`config.mk`:
```
export PLATFORM = sky130hd
export DESIGN_NAME = sarlock_seq_unlock
export DESIGN_NICKNAME = d
export VERILOG_FILES = /design/src/rtl/sarlock_pkg.sv /design/src/rtl/sarlock_key_cmp.sv /design/src/rtl/sarlock_seq_unlock.sv
export SDC_FILE = /design/constraint.sdc
export NUM_CORES = 1
export LEC_CHECK = 0
export BUFFER_PORTS_ARGS = -buffer_cell sky130_fd_sc_hd__clkbuf_2
export CORE_MARGIN = 4
export CORE_UTILIZATION = 47
export CTS_BUF_LIST = sky130_fd_sc_hd__clkbuf_8 sky130_fd_sc_hd__clkbuf_16
export DETAILED_ROUTE_END_ITERATION = 6
export MAX_ROUTING_LAYER = met4
export PLACE_DENSITY = 0.7
export SYNTH_ARGS = -nofsm -noshare
export SYNTH_HDL_FRONTEND = slang
export SYNTH_SLANG_ARGS = --single-unit
```
`constraint.sdc`:
```
create_clock -name clk -period 2 [get_ports clk]
set_input_delay 0.2 -clock clk [delete_from_list [all_inputs] [get_ports clk]]
set_output_delay 0.2 -clock clk [all_outputs]
set_load 0.1 [all_outputs]
```
`src/rtl/sarlock_pkg.sv`:
```
// Shared types and constants for the SARLock serial-key unlock unit.
package sarlock_pkg;

    typedef enum logic {
        ST_LOAD  = 1'b0,
        ST_ARMED = 1'b1
    } state_t;

    localparam logic [7:0] DEFAULT_CORRECT_KEY = 8'h4D;
    localparam int         FLIP_CNT_W          = 16;

    // Bit-counter width that still works for a 1-bit key.
    function automatic int cnt_width(input int n);
        return (n > 1) ? $clog2(n) : 1;
    endfunction

endpackage

```
`src/rtl/sarlock_key_cmp.sv`:
```
// Combinational SARLock comparator: flags a flip when the input slice hits a wrong key.
module sarlock_key_cmp #(
    parameter int KEY_W = 8
) (
    input  logic [KEY_W-1:0] key_reg,
    input  logic [KEY_W-1:0] cmp_in,
    input  logic [KEY_W-1:0] correct_key,
    output logic             match,
    output logic             mask,
    output logic             f
);

    // The correct key masks every match, so it never corrupts an output.
    always_comb begin
        match = (cmp_in == key_reg);
        mask  = (key_reg == correct_key);
        f     = match & ~mask;
    end

endmodule

```
`src/rtl/sarlock_seq_unlock.sv`:
```
// SARLock key unit: serial key load, key compare, 1-cycle protected output stage.
// Optional flip counter output enabled by defining SARLOCK_FLIP_CNT_EN.
module sarlock_seq_unlock
    import sarlock_pkg::*;
#(
    parameter int               KEY_W       = 8,
    parameter int               OUT_W       = 1,
    parameter logic [KEY_W-1:0] CORRECT_KEY = KEY_W'(DEFAULT_CORRECT_KEY),
    parameter logic [OUT_W-1:0] FLIP_SEL    = '1
) (
    input  logic             clk,
    input  logic             rst_n,
    input  logic             key_valid,
    input  logic             key_bit,
    output logic             key_ready,
    input  logic             key_reload,
    output logic             armed,
    input  logic [KEY_W-1:0] cmp_in,
    input  logic             data_valid,
    input  logic [OUT_W-1:0] data_in,
    output logic             data_out_valid,
    output logic [OUT_W-1:0] data_out,
    output logic             flip
`ifdef SARLOCK_FLIP_CNT_EN
    ,
    output logic [FLIP_CNT_W-1:0] flip_cnt
`endif
);

    localparam int             CNT_W    = cnt_width(KEY_W);
    localparam logic [CNT_W-1:0] LAST_BIT = CNT_W'(KEY_W - 1);

    state_t           state;
    logic [KEY_W-1:0] key_reg;
    logic [CNT_W-1:0] cnt;

    logic match;
    logic mask;
    logic f;
    logic take;
    logic unused_cmp;

    sarlock_key_cmp #(
        .KEY_W(KEY_W)
    ) u_key_cmp (
        .key_reg    (key_reg),
        .cmp_in     (cmp_in),
        .correct_key(CORRECT_KEY),
        .match      (match),
        .mask       (mask),
        .f          (f)
    );

    assign unused_cmp = ^{match, mask};

    // A reload cycle never produces a result, even if data arrives with it.
    assign take = data_valid & armed & ~key_reload;

    always_ff @(posedge clk) begin
        if (!rst_n) begin
            state          <= ST_LOAD;
            key_reg        <= '0;
            cnt            <= '0;
            key_ready      <= 1'b1;
            armed          <= 1'b0;
            data_out_valid <= 1'b0;
            data_out       <= '0;
            flip           <= 1'b0;
        end else begin
            case (state)
                ST_LOAD: begin
                    if (key_reload) begin
                        key_reg <= '0;
                        cnt     <= '0;
                    end else if (key_valid && key_ready) begin
                        key_reg[cnt] <= key_bit;
                        if (cnt == LAST_BIT) begin
                            state     <= ST_ARMED;
                            cnt       <= '0;
                            key_ready <= 1'b0;
                            armed     <= 1'b1;
                        end else begin
                            cnt <= cnt + 1'b1;
                        end
                    end
                end
                ST_ARMED: begin
                    if (key_reload) begin
                        state     <= ST_LOAD;
                        key_reg   <= '0;
                        cnt       <= '0;
                        key_ready <= 1'b1;
                        armed     <= 1'b0;
                    end
                end
                default: begin
                    state     <= ST_LOAD;
                    key_reg   <= '0;
                    cnt       <= '0;
                    key_ready <= 1'b1;
                    armed     <= 1'b0;
                end
            endcase

            data_out_valid <= take;
            if (take) begin
                data_out <= data_in ^ ({OUT_W{f}} & FLIP_SEL);
                flip     <= f;
            end
        end
    end

`ifdef SARLOCK_FLIP_CNT_EN
    always_ff @(posedge clk) begin
        if (!rst_n || key_reload) begin
            flip_cnt <= '0;
        end else if (take && f && (flip_cnt != {FLIP_CNT_W{1'b1}})) begin
            flip_cnt <= flip_cnt + 1'b1;
        end
    end
`endif

endmodule

```
==> summary.json, run 1 <==
{
  "synth.avg_cell_area_sq_um": 8.83,
  "fin_hold_ws_ns": 0.258,
  "synth_fp_nets": 123,
  "synthDominantAreaCellType": "dfxtp_1",
  "layout.filler_cells": 177,
  "worstHoldPathType": "input port to register",
  "cts_buffer_depth": 2,
  "run_status": "finished, final reports clean",
  "vdd_ir_drop_max_mv": 0.356,
  "die_height_um": 52.4,
  "finalSetupViolations": 0,
  "routedWlPerCell_um": 12.9,
  "place.port_buffers": 19,
  "initial_antenna_violation_count": 0,
  "grt_setup_unrepaired": "false",
  "final-seq-area_sq_um": 340,
  "syn_area_sq_um": 927,
  "cts_root_buf": "clkbuf_8",
  "tritoncts.num_buffers": 3,
  "gr-usage-all-layers": 0.162,
  "post-route-drc-count": 0,
  "synthDominantCellAreaShare": 0.367,
  "yosysSeqAreaShare": 0.367,
  "routed_via_density": 5.39,
  "report.final.slew_viol_count": 0,
  "clk_latency_ns": 0.25,
  "design.die.area_sq_um": 2750,
  "number_of_iterations_in_the_first_detailed_routing_pass": 4,
  "layoutNonFillerInstCount": 151,
  "leakage_nw": 0.460,
  "multi_input_comb_area_sq_um": 554,
  "share_of_async_settable_or_async_resettable_flops_after_synthesis": 0,
  "layout_worst_path_cycle_share": 0.655,
  "inserted_diodes": 0,
  "finalPower_mw": 0.654,
  "yosysWarnings": 0,
  "wl_mm": 1.95,
  "critical_path_required_ns": 2.18,
  "flop_and_latch_count_out_of_synthesis": 17,
  "grt_pass1_vias": 755,
  "tritoncts": "yes",
  "max-cap-violations": 0,
  "critPathLaunchType": "register",
  "weighted_congestion_at_the_end_of_routability_driven_global_placement": 0.794,
  "yosys-top-cells-area": "dfxtp_1 37%, xor2_1 7.6%, o21ai_0 5.4%",
  "nNetsFinal": 145,
  "clock-skew-final_ns": 0.00232,
  "place_hpwl_mm": 1.50,
  "std_cell_rows": 15,
  "worst-setup-path-type": "register to register",
  "ctsResizeCount": 0,
  "largest_net_degree_at_the_start_of_global_routing": 17,
  "relSlewSlack": 0.641,
  "power-per-cell-area_nw_per_um2": 599,
  "floorplan.initialDensity": 0.515,
  "netlist-cell-type-count": 27,
  "netlist_instances": 105,
  "top_flip_flop_cell_by_instance_count_after_synthesis": "dfxtp_1",
  "cts_hold_repair.buffers": 0,
  "antenna_violating_nets_post_route": 0,
  "numPlacedInstances": 147,
  "worstPathArrival_ns": 1.49,
  "dr_total_vias": 814,
  "worstSetupEndpointType": "register",
  "tightestPinTransition_ns": 0.541,
  "detailedRoute.firstIterationViolations": 21,
  "clkSinkCount": 17,
  "overflow": 0,
  "post-route-util": 0.606,
  "synth_edf_count": 0,
  "post-cts-setup-buffer-count": 0,
  "grt_first_pass_wirelength_mm": 3.24,
  "final.min_clock_period_ns": 1.31,
  "clk_pin_slew_ns": 0.06,
  "core_area_sq_um": 1800,
  "htree_num_levels": 1,
  "finalSetupTns_ns": 0,
  "layout-area-overhead-vs-synth_pct": 17.8,
  "layout_common_cells": "19 x clkbuf_2, 17 x dfxtp_1, 10 x o21ai_0, 8 x nand2_1, 8 x xor2_1",
  "largest_register_ffs": 8,
  "drive_gt1_frac": 0.246,
  "clock.fmax_mhz": 763,
  "critical_path_peak_fanout": 10,
  "final_common_cell": "clkbuf_2",
  "finalHoldViolations": 0,
  "io_pins": 20,
  "die_width_um": 52.4
}
power by group:
group / internal [mW] / switching [mW] / total [mW]
clock: 0.136 / 0.108 / 0.244
combinational: 0.0299 / 0.0359 / 0.0658
sequential: 0.341 / 0.00379 / 0.345
cell families after synthesis:
group / synth area share
compound gates: 0.233
simple gates: 0.248
flops: 0.367
xor+xnor: 0.0756
buf+inv: 0.0351
fa+ha+maj: 0.0405
final timing paths:
kind | startpoint | to | slack, ns | depth (start not counted)
min reg2reg | flip$_SDFFE_PN0P_ | flip$_SDFFE_PN0P_ | 0.49 | 2
min | key_reload | state$_SDFF_PN0_ | 0.26 | 4
max | cnt[0]$_SDFFE_PN0P_ | armed$_SDFFE_PN0P_ | 0.69 | 6
max reg2reg | cnt[0]$_SDFFE_PN0P_ | armed$_SDFFE_PN0P_ | 0.69 | 6
routing by layer:
layer	vias to the layer above	GRT usage	wire length, um
li1	418	-	-
met1	370	0.198	876
met2	22	0.267	951
met3	4	0.0256	101
met4	0	0.0638	23
met5	-	-	0
stage by stage:
stage	worst slack, ns	area (sq um)
2_1_floorplan	0.162	927
3_3_place_gp	0.779	1050
3_5_place_dp	0.710	1050
4_1_cts	0.683	1090
5_1_grt	0.521	1090
6_report	0.689	1090
area by class of cell:
type                            count  area share
Multi-Input combinational cell     80       0.507
Sequential cell                    17       0.312
Timing Repair Buffer               20      0.0939
Clock buffer                        3      0.0378
Tap cell                           25      0.0286
Inverter                            5      0.0172
Clock inverter                      1     0.00344
critical path, cell delays in order, from the launching register on:
cell and delay (ns):
dfxtp_1 0.48, ha_1 0.21, ha_1 0.19, nand3_1 0.11
nor2_1 0.11, nor2_1 0.05, nor2_1 0.10
cell usage after synthesis, drive strengths merged (4+ instances only):
cell type and count:
nor2 5, a21oi 7, xor2 8, a31oi 4, inv 5, a21boi 9
o21ai 10, dfxtp 17, nand2 8, nor2b 4
(Power assumes the default switching activity.)
==> inputs of run 2 (changes only) <==
--- a/config.mk
+++ b/config.mk
@@ -11,7 +11,7 @@
 export CTS_BUF_LIST = sky130_fd_sc_hd__clkbuf_8 sky130_fd_sc_hd__clkbuf_16
 export DETAILED_ROUTE_END_ITERATION = 6
 export MAX_ROUTING_LAYER = met4
-export PLACE_DENSITY = 0.7
+export PLACE_DENSITY = 0.73
 export SYNTH_ARGS = -nofsm -noshare
 export SYNTH_HDL_FRONTEND = slang
 export SYNTH_SLANG_ARGS = --single-unit
==> constraint.sdc (replaced) <==
create_clock -name clk -period 1.15 [get_ports clk]
set_input_delay 0.115 -clock clk [delete_from_list [all_inputs] [get_ports clk]]
set_output_delay 0.115 -clock clk [all_outputs]
set_load 0.1 [all_outputs]
==> summary.json, run 2 (synthesis gave the netlist of run 1 again) <==
{
  "run_status": "complete, but fails checks",
  "failed_checks": "negative setup slack",
  "layout_worst_path_cycle_share": 1.08,
  "post-route-util": 0.768,
  "nNetsFinal": 154,
  "place_hpwl_mm": 1.71,
  "wl_mm": 2.51,
  "critical_path.cell_chain": "xor2_2, nor4_4, nand4_1, a31oi_1",
  "overflow": 0,
  "rr_worst_depth": 4,
  "worstSetupEndpointType": "register",
  "tightestPinTransition_ns": 0.288,
  "die_height_um": 52.4,
  "power-per-cell-area_nw_per_um2": 864,
  "crit-reg2reg-launch": "key_reg[4]$_SDFFE_PN0P_",
  "tritoncts": "yes",
  "clk_latency_ns": 0.25,
  "number_of_iterations_in_the_first_detailed_routing_pass": 3,
  "report.final.slew_viol_count": 0,
  "timing.critical_path.slowest_cell_delay_ns": 0.34,
  "largest_register_ffs": 8,
  "gr-usage-all-layers": 0.200,
  "timing.rr.end": "data_out$_SDFFE_PN0P_",
  "antenna_violating_nets_post_route": 0,
  "whs_endpoint": "state$_SDFF_PN0_",
  "tritoncts.num_buffers": 3,
  "finalSetupViolations": 5,
  "cts_buffer_depth": 2,
  "std_cell_rows": 15,
  "final_common_cell": "clkbuf_2",
  "reg2reg_slack_ns": -0.09,
  "clkSinkCount": 17,
  "clock.fmax_mhz": 808,
  "design.die.area_sq_um": 2750,
  "inserted_diodes": 0,
  "crit_slowest_cell": "dfxtp_2",
  "critical_path_peak_fanout": 3,
  "cts_root_buf": "clkbuf_8",
  "detailedRoute.firstIterationViolations": 7,
  "floorplan.initialDensity": 0.515,
  "place.port_buffers": 19,
  "worstHoldPathType": "input port to register",
  "critical_path_required_ns": 1.33,
  "dpl_cell_area_sq_um": 1200,
  "io_pins": 20,
  "routed_via_density": 5.58,
  "worst-setup-path-type": "register to register",
  "weighted_congestion_at_the_end_of_routability_driven_global_placement": 0.791,
  "initial_antenna_violation_count": 0,
  "min_path_cells": 3,
  "place_ws_ns": -0.0781,
  "core_area_sq_um": 1800,
  "clk_pin_slew_ns": 0.07,
  "finalWorstSetupSlack_ns": -0.0869,
  "finalHoldViolations": 0,
  "multi_input_comb_area_sq_um": 677,
  "layout_common_cells": "14 x clkbuf_2, 10 x buf_4, 9 x dfxtp_2, 7 x a21boi_1",
  "dr_total_vias": 893,
  "grt_pass1_vias": 877,
  "layout-area-overhead-vs-synth_pct": 49.3,
  "drive_gt1_frac": 0.563,
  "post-route-drc-count": 0,
  "vdd_ir_drop_max_mv": 0.741,
  "finalInstanceArea_sq_um": 1380,
  "relSlewSlack": 0.808,
  "max-cap-violations": 0,
  "largest_net_degree_at_the_start_of_global_routing": 17,
  "die_width_um": 52.4,
  "worstPathArrival_ns": 1.41,
  "leakage_nw": 0.536,
  "grt_setup_unrepaired": "true",
  "final.min_clock_period_ns": 1.24,
  "min_from": "key_valid",
  "routedWlPerCell_um": 15.7,
  "critPathLaunchType": "register",
  "clock-skew-final_ns": 0.000727,
  "cts_hold_repair.buffers": 0,
  "htree_num_levels": 1,
  "final-seq-area_sq_um": 367,
  "layout.filler_cells": 130,
  "grt_first_pass_wirelength_mm": 3.99
}
-- run 2: area by class of cell --
type,instances,area share
clock buffers,3,0.0298
multi-input cells,80,0.489
repair buffers,29,0.177
clock inverters,1,0.00271
well taps,25,0.0226
inverters,5,0.0136
flip-flops and latches,17,0.265
-- run 2: worst max-delay path by stage --
| stage | cells past startpoint | to | slack [ns] | start |
|---|---|---|---|---|
| 6_report | 4 | data_out$_SDFFE_PN0P_ | -0.09 | key_reg[4]$_SDFFE_PN0P_ |
| 5_1_grt | 4 | data_out$_SDFFE_PN0P_ | -0.14 | key_reg[2]$_SDFFE_PN0P_ |
| 4_1_cts | 4 | data_out$_SDFFE_PN0P_ | -0.08 | key_reg[6]$_SDFFE_PN0P_ |
| 3_5_place_dp | 4 | data_out$_SDFFE_PN0P_ | -0.08 | key_reg[5]$_SDFFE_PN0P_ |
| 3_3_place_gp | 4 | data_out$_SDFFE_PN0P_ | -0.04 | key_reg[2]$_SDFFE_PN0P_ |
| 2_1_floorplan | 4 | key_reg[7]$_SDFFE_PN0P_ | -0.14 | key_ready$_SDFFE_PN1P_ |
-- run 2: where the power goes --
part           leakage (nW)  switching (mW)  internal (mW)
Clock                0.0269           0.207          0.237
Combinational         0.365          0.0884         0.0755
Sequential            0.144         0.00437          0.584
Total                 0.536           0.300          0.896
-- run 2: critical path: cells and delay by family (launching register included) --
| family | cells | cell delay, ns |
|---|---|---|
| and+or+nand+nor | 2 | 0.48 |
| DFF | 1 | 0.34 |
| AOI/OAI and AO/OA | 1 | 0.18 |
| xor gates and xnor gates | 1 | 0.16 |
-- run 2: per-stage QoR --
step	hold WS (ns)	total power, mW	TNS, ns	std cells
2_1_floorplan	0.246	0.681	-1.00	105
3_3_place_gp	0.408	0.733	-0.0742	154
3_5_place_dp	0.427	0.739	-0.294	154
4_1_cts	0.164	1.19	-0.118	159
5_1_grt	0.177	1.25	-0.593	160
6_report	0.150	1.20	-0.180	160
-- run 2: what timing repair did --
| item | 4_1_cts | 5_1_grt |
|---|---|---|
| hold endpoints to repair | 0 | 0 |
| pin swaps | 12 | 9 |
| endpoints found under the setup margin | 14 | 14 |
| buffers inserted | 1 | 1 |
| resized for setup | 15 | 23 |
-- run 2: layer usage --
layer | part of all wire | global-route usage | vias to the layer above
met1 | 0.40 | 0.234 | 423
met3 | 0.053 | 0.0313 | 11
met2 | 0.51 | 0.343 | 24
met5 | 0 | - | -
met4 | 0.036 | 0.0766 | 0
li1 | - | - | 435
==> inputs of run 3 (changes only) <==
--- a/config.mk
+++ b/config.mk
@@ -10,7 +10,6 @@
 export CORE_UTILIZATION = 47
 export CTS_BUF_LIST = sky130_fd_sc_hd__clkbuf_8 sky130_fd_sc_hd__clkbuf_16
 export DETAILED_ROUTE_END_ITERATION = 6
-export MAX_ROUTING_LAYER = met4
 export PLACE_DENSITY = 0.73
 export SYNTH_ARGS = -nofsm -noshare
 export SYNTH_HDL_FRONTEND = slang
==> summary.json, run 3 (synthesis gave the netlist of run 1 again) <==
{
  "run_status": "complete, but fails checks",
  "failed_checks": "negative setup slack",
  "cts_buffer_depth": 2,
  "leakage_nw": 0.536,
  "dpl_cell_area_sq_um": 1200,
  "number_of_iterations_in_the_first_detailed_routing_pass": 4,
  "weighted_congestion_at_the_end_of_routability_driven_global_placement": 0.780,
  "power-per-cell-area_nw_per_um2": 864,
  "largest_net_degree_at_the_start_of_global_routing": 17,
  "tritoncts": "yes",
  "clkSinkCount": 17,
  "min_path_cells": 3,
  "finalSetupViolations": 6,
  "final.min_clock_period_ns": 1.24,
  "overflow": 0,
  "die_width_um": 52.4,
  "routed_via_density": 5.61,
  "min_from": "key_valid",
  "clk_latency_ns": 0.25,
  "max-cap-violations": 0,
  "final_common_cell": "clkbuf_2",
  "finalInstanceArea_sq_um": 1380,
  "place_hpwl_mm": 1.71,
  "finalWorstSetupSlack_ns": -0.0870,
  "inserted_diodes": 0,
  "gr-usage-all-layers": 0.194,
  "report.final.slew_viol_count": 0,
  "layout_common_cells": "14 x clkbuf_2, 10 x buf_4, 9 x dfxtp_2, 7 x a21boi_1",
  "cts_root_buf": "clkbuf_8",
  "dr_total_vias": 897,
  "critPathLaunchType": "register",
  "reg2reg_slack_ns": -0.09,
  "io_pins": 20,
  "antenna_violating_nets_post_route": 0,
  "vdd_ir_drop_max_mv": 0.742,
  "post-route-drc-count": 0,
  "std_cell_rows": 15,
  "tritoncts.num_buffers": 3,
  "critical_path_required_ns": 1.33,
  "grt_pass1_vias": 882,
  "place_ws_ns": -0.0781,
  "nNetsFinal": 154,
  "worst-setup-path-type": "register to register",
  "finalHoldViolations": 0,
  "grt_first_pass_wirelength_mm": 3.96,
  "routedWlPerCell_um": 15.7,
  "clock.fmax_mhz": 808,
  "place.port_buffers": 19,
  "wl_mm": 2.52,
  "cts_hold_repair.buffers": 0,
  "drive_gt1_frac": 0.563,
  "clock-skew-final_ns": 0.00106,
  "worstPathArrival_ns": 1.41,
  "relSlewSlack": 0.820,
  "grt_setup_unrepaired": "true",
  "worstHoldPathType": "input port to register",
  "rr_worst_depth": 4,
  "layout-area-overhead-vs-synth_pct": 49.3,
  "initial_antenna_violation_count": 0,
  "crit-reg2reg-launch": "key_reg[4]$_SDFFE_PN0P_",
  "timing.rr.end": "data_out$_SDFFE_PN0P_",
  "whs_endpoint": "state$_SDFF_PN0_",
  "die_height_um": 52.4,
  "design.die.area_sq_um": 2750,
  "worstSetupEndpointType": "register",
  "layout_worst_path_cycle_share": 1.08,
  "largest_register_ffs": 8,
  "floorplan.initialDensity": 0.515,
  "core_area_sq_um": 1800,
  "layout.filler_cells": 130,
  "critical_path_peak_fanout": 3,
  "htree_num_levels": 1,
  "tightestPinTransition_ns": 0.268,
  "detailedRoute.firstIterationViolations": 6,
  "clk_pin_slew_ns": 0.07
}
==> run 3: how the worst max path moves through the flow <==
stage / depth (start not counted) / end / startpoint / slack, ns
4_1_cts: 4 / data_out$_SDFFE_PN0P_ / key_reg[6]$_SDFFE_PN0P_ / -0.08
2_1_floorplan: 4 / key_reg[7]$_SDFFE_PN0P_ / key_ready$_SDFFE_PN1P_ / -0.14
6_report: 4 / data_out$_SDFFE_PN0P_ / key_reg[4]$_SDFFE_PN0P_ / -0.09
3_5_place_dp: 4 / data_out$_SDFFE_PN0P_ / key_reg[5]$_SDFFE_PN0P_ / -0.08
3_3_place_gp: 4 / data_out$_SDFFE_PN0P_ / key_reg[2]$_SDFFE_PN0P_ / -0.04
5_1_grt: 4 / data_out$_SDFFE_PN0P_ / key_reg[2]$_SDFFE_PN0P_ / -0.14
==> run 3: per-stage QoR <==
stage               TNS (ns)  power [mW]  instances   util  hold WS (ns)
global placement     -0.0742       0.733        154  0.667         0.408
floorplan              -1.00       0.681        105      -         0.246
detailed placement    -0.294       0.739        154  0.667         0.427
finish                -0.184        1.20        160  0.768         0.150
global route          -0.593        1.25        160  0.768         0.177
CTS                   -0.118        1.19        159  0.728         0.164
==> run 3: repair_timing <==
item                       CTS  global route
buffers inserted             1             1
setup endpoints to repair   14            14
gates resized for setup     15            23
pin swaps                   12             9
==> run 3: per-layer routing <==
layer	GRT usage	share of wire	vias up
met4	0.0766	0.037	0
met3	0.0313	0.053	11
met2	0.347	0.50	24
met1	0.227	0.41	427
li1	-	-	435
met5	0	0	-
==> run 3: cell type report <==
class	instances	area, sq um	area share
Multi-Input combinational cell	80	677	0.489
Sequential cell	17	367	0.265
Clock buffer	3	41.3	0.0298
Tap cell	25	31.3	0.0226
Timing Repair Buffer	29	245	0.177
Inverter	5	18.8	0.0136
Clock inverter	1	3.75	0.00271
==> run 3: power breakdown <==
| group | leakage, nW | total, mW | internal (mW) | switching, mW |
|---|---|---|---|---|
| logic | 0.365 | 0.164 | 0.0755 | 0.0886 |
| clock network | 0.0269 | 0.443 | 0.237 | 0.206 |
| registers | 0.144 | 0.588 | 0.584 | 0.00433 |
| total | 0.536 | 1.20 | 0.896 | 0.299 |
==> run 3: critical path, stage by stage (launching register included) <==
cell and delay (ns):
dfxtp_2 0.34, xor2_2 0.16, nor4_4 0.33, nand4_1 0.15, a31oi_1 0.18
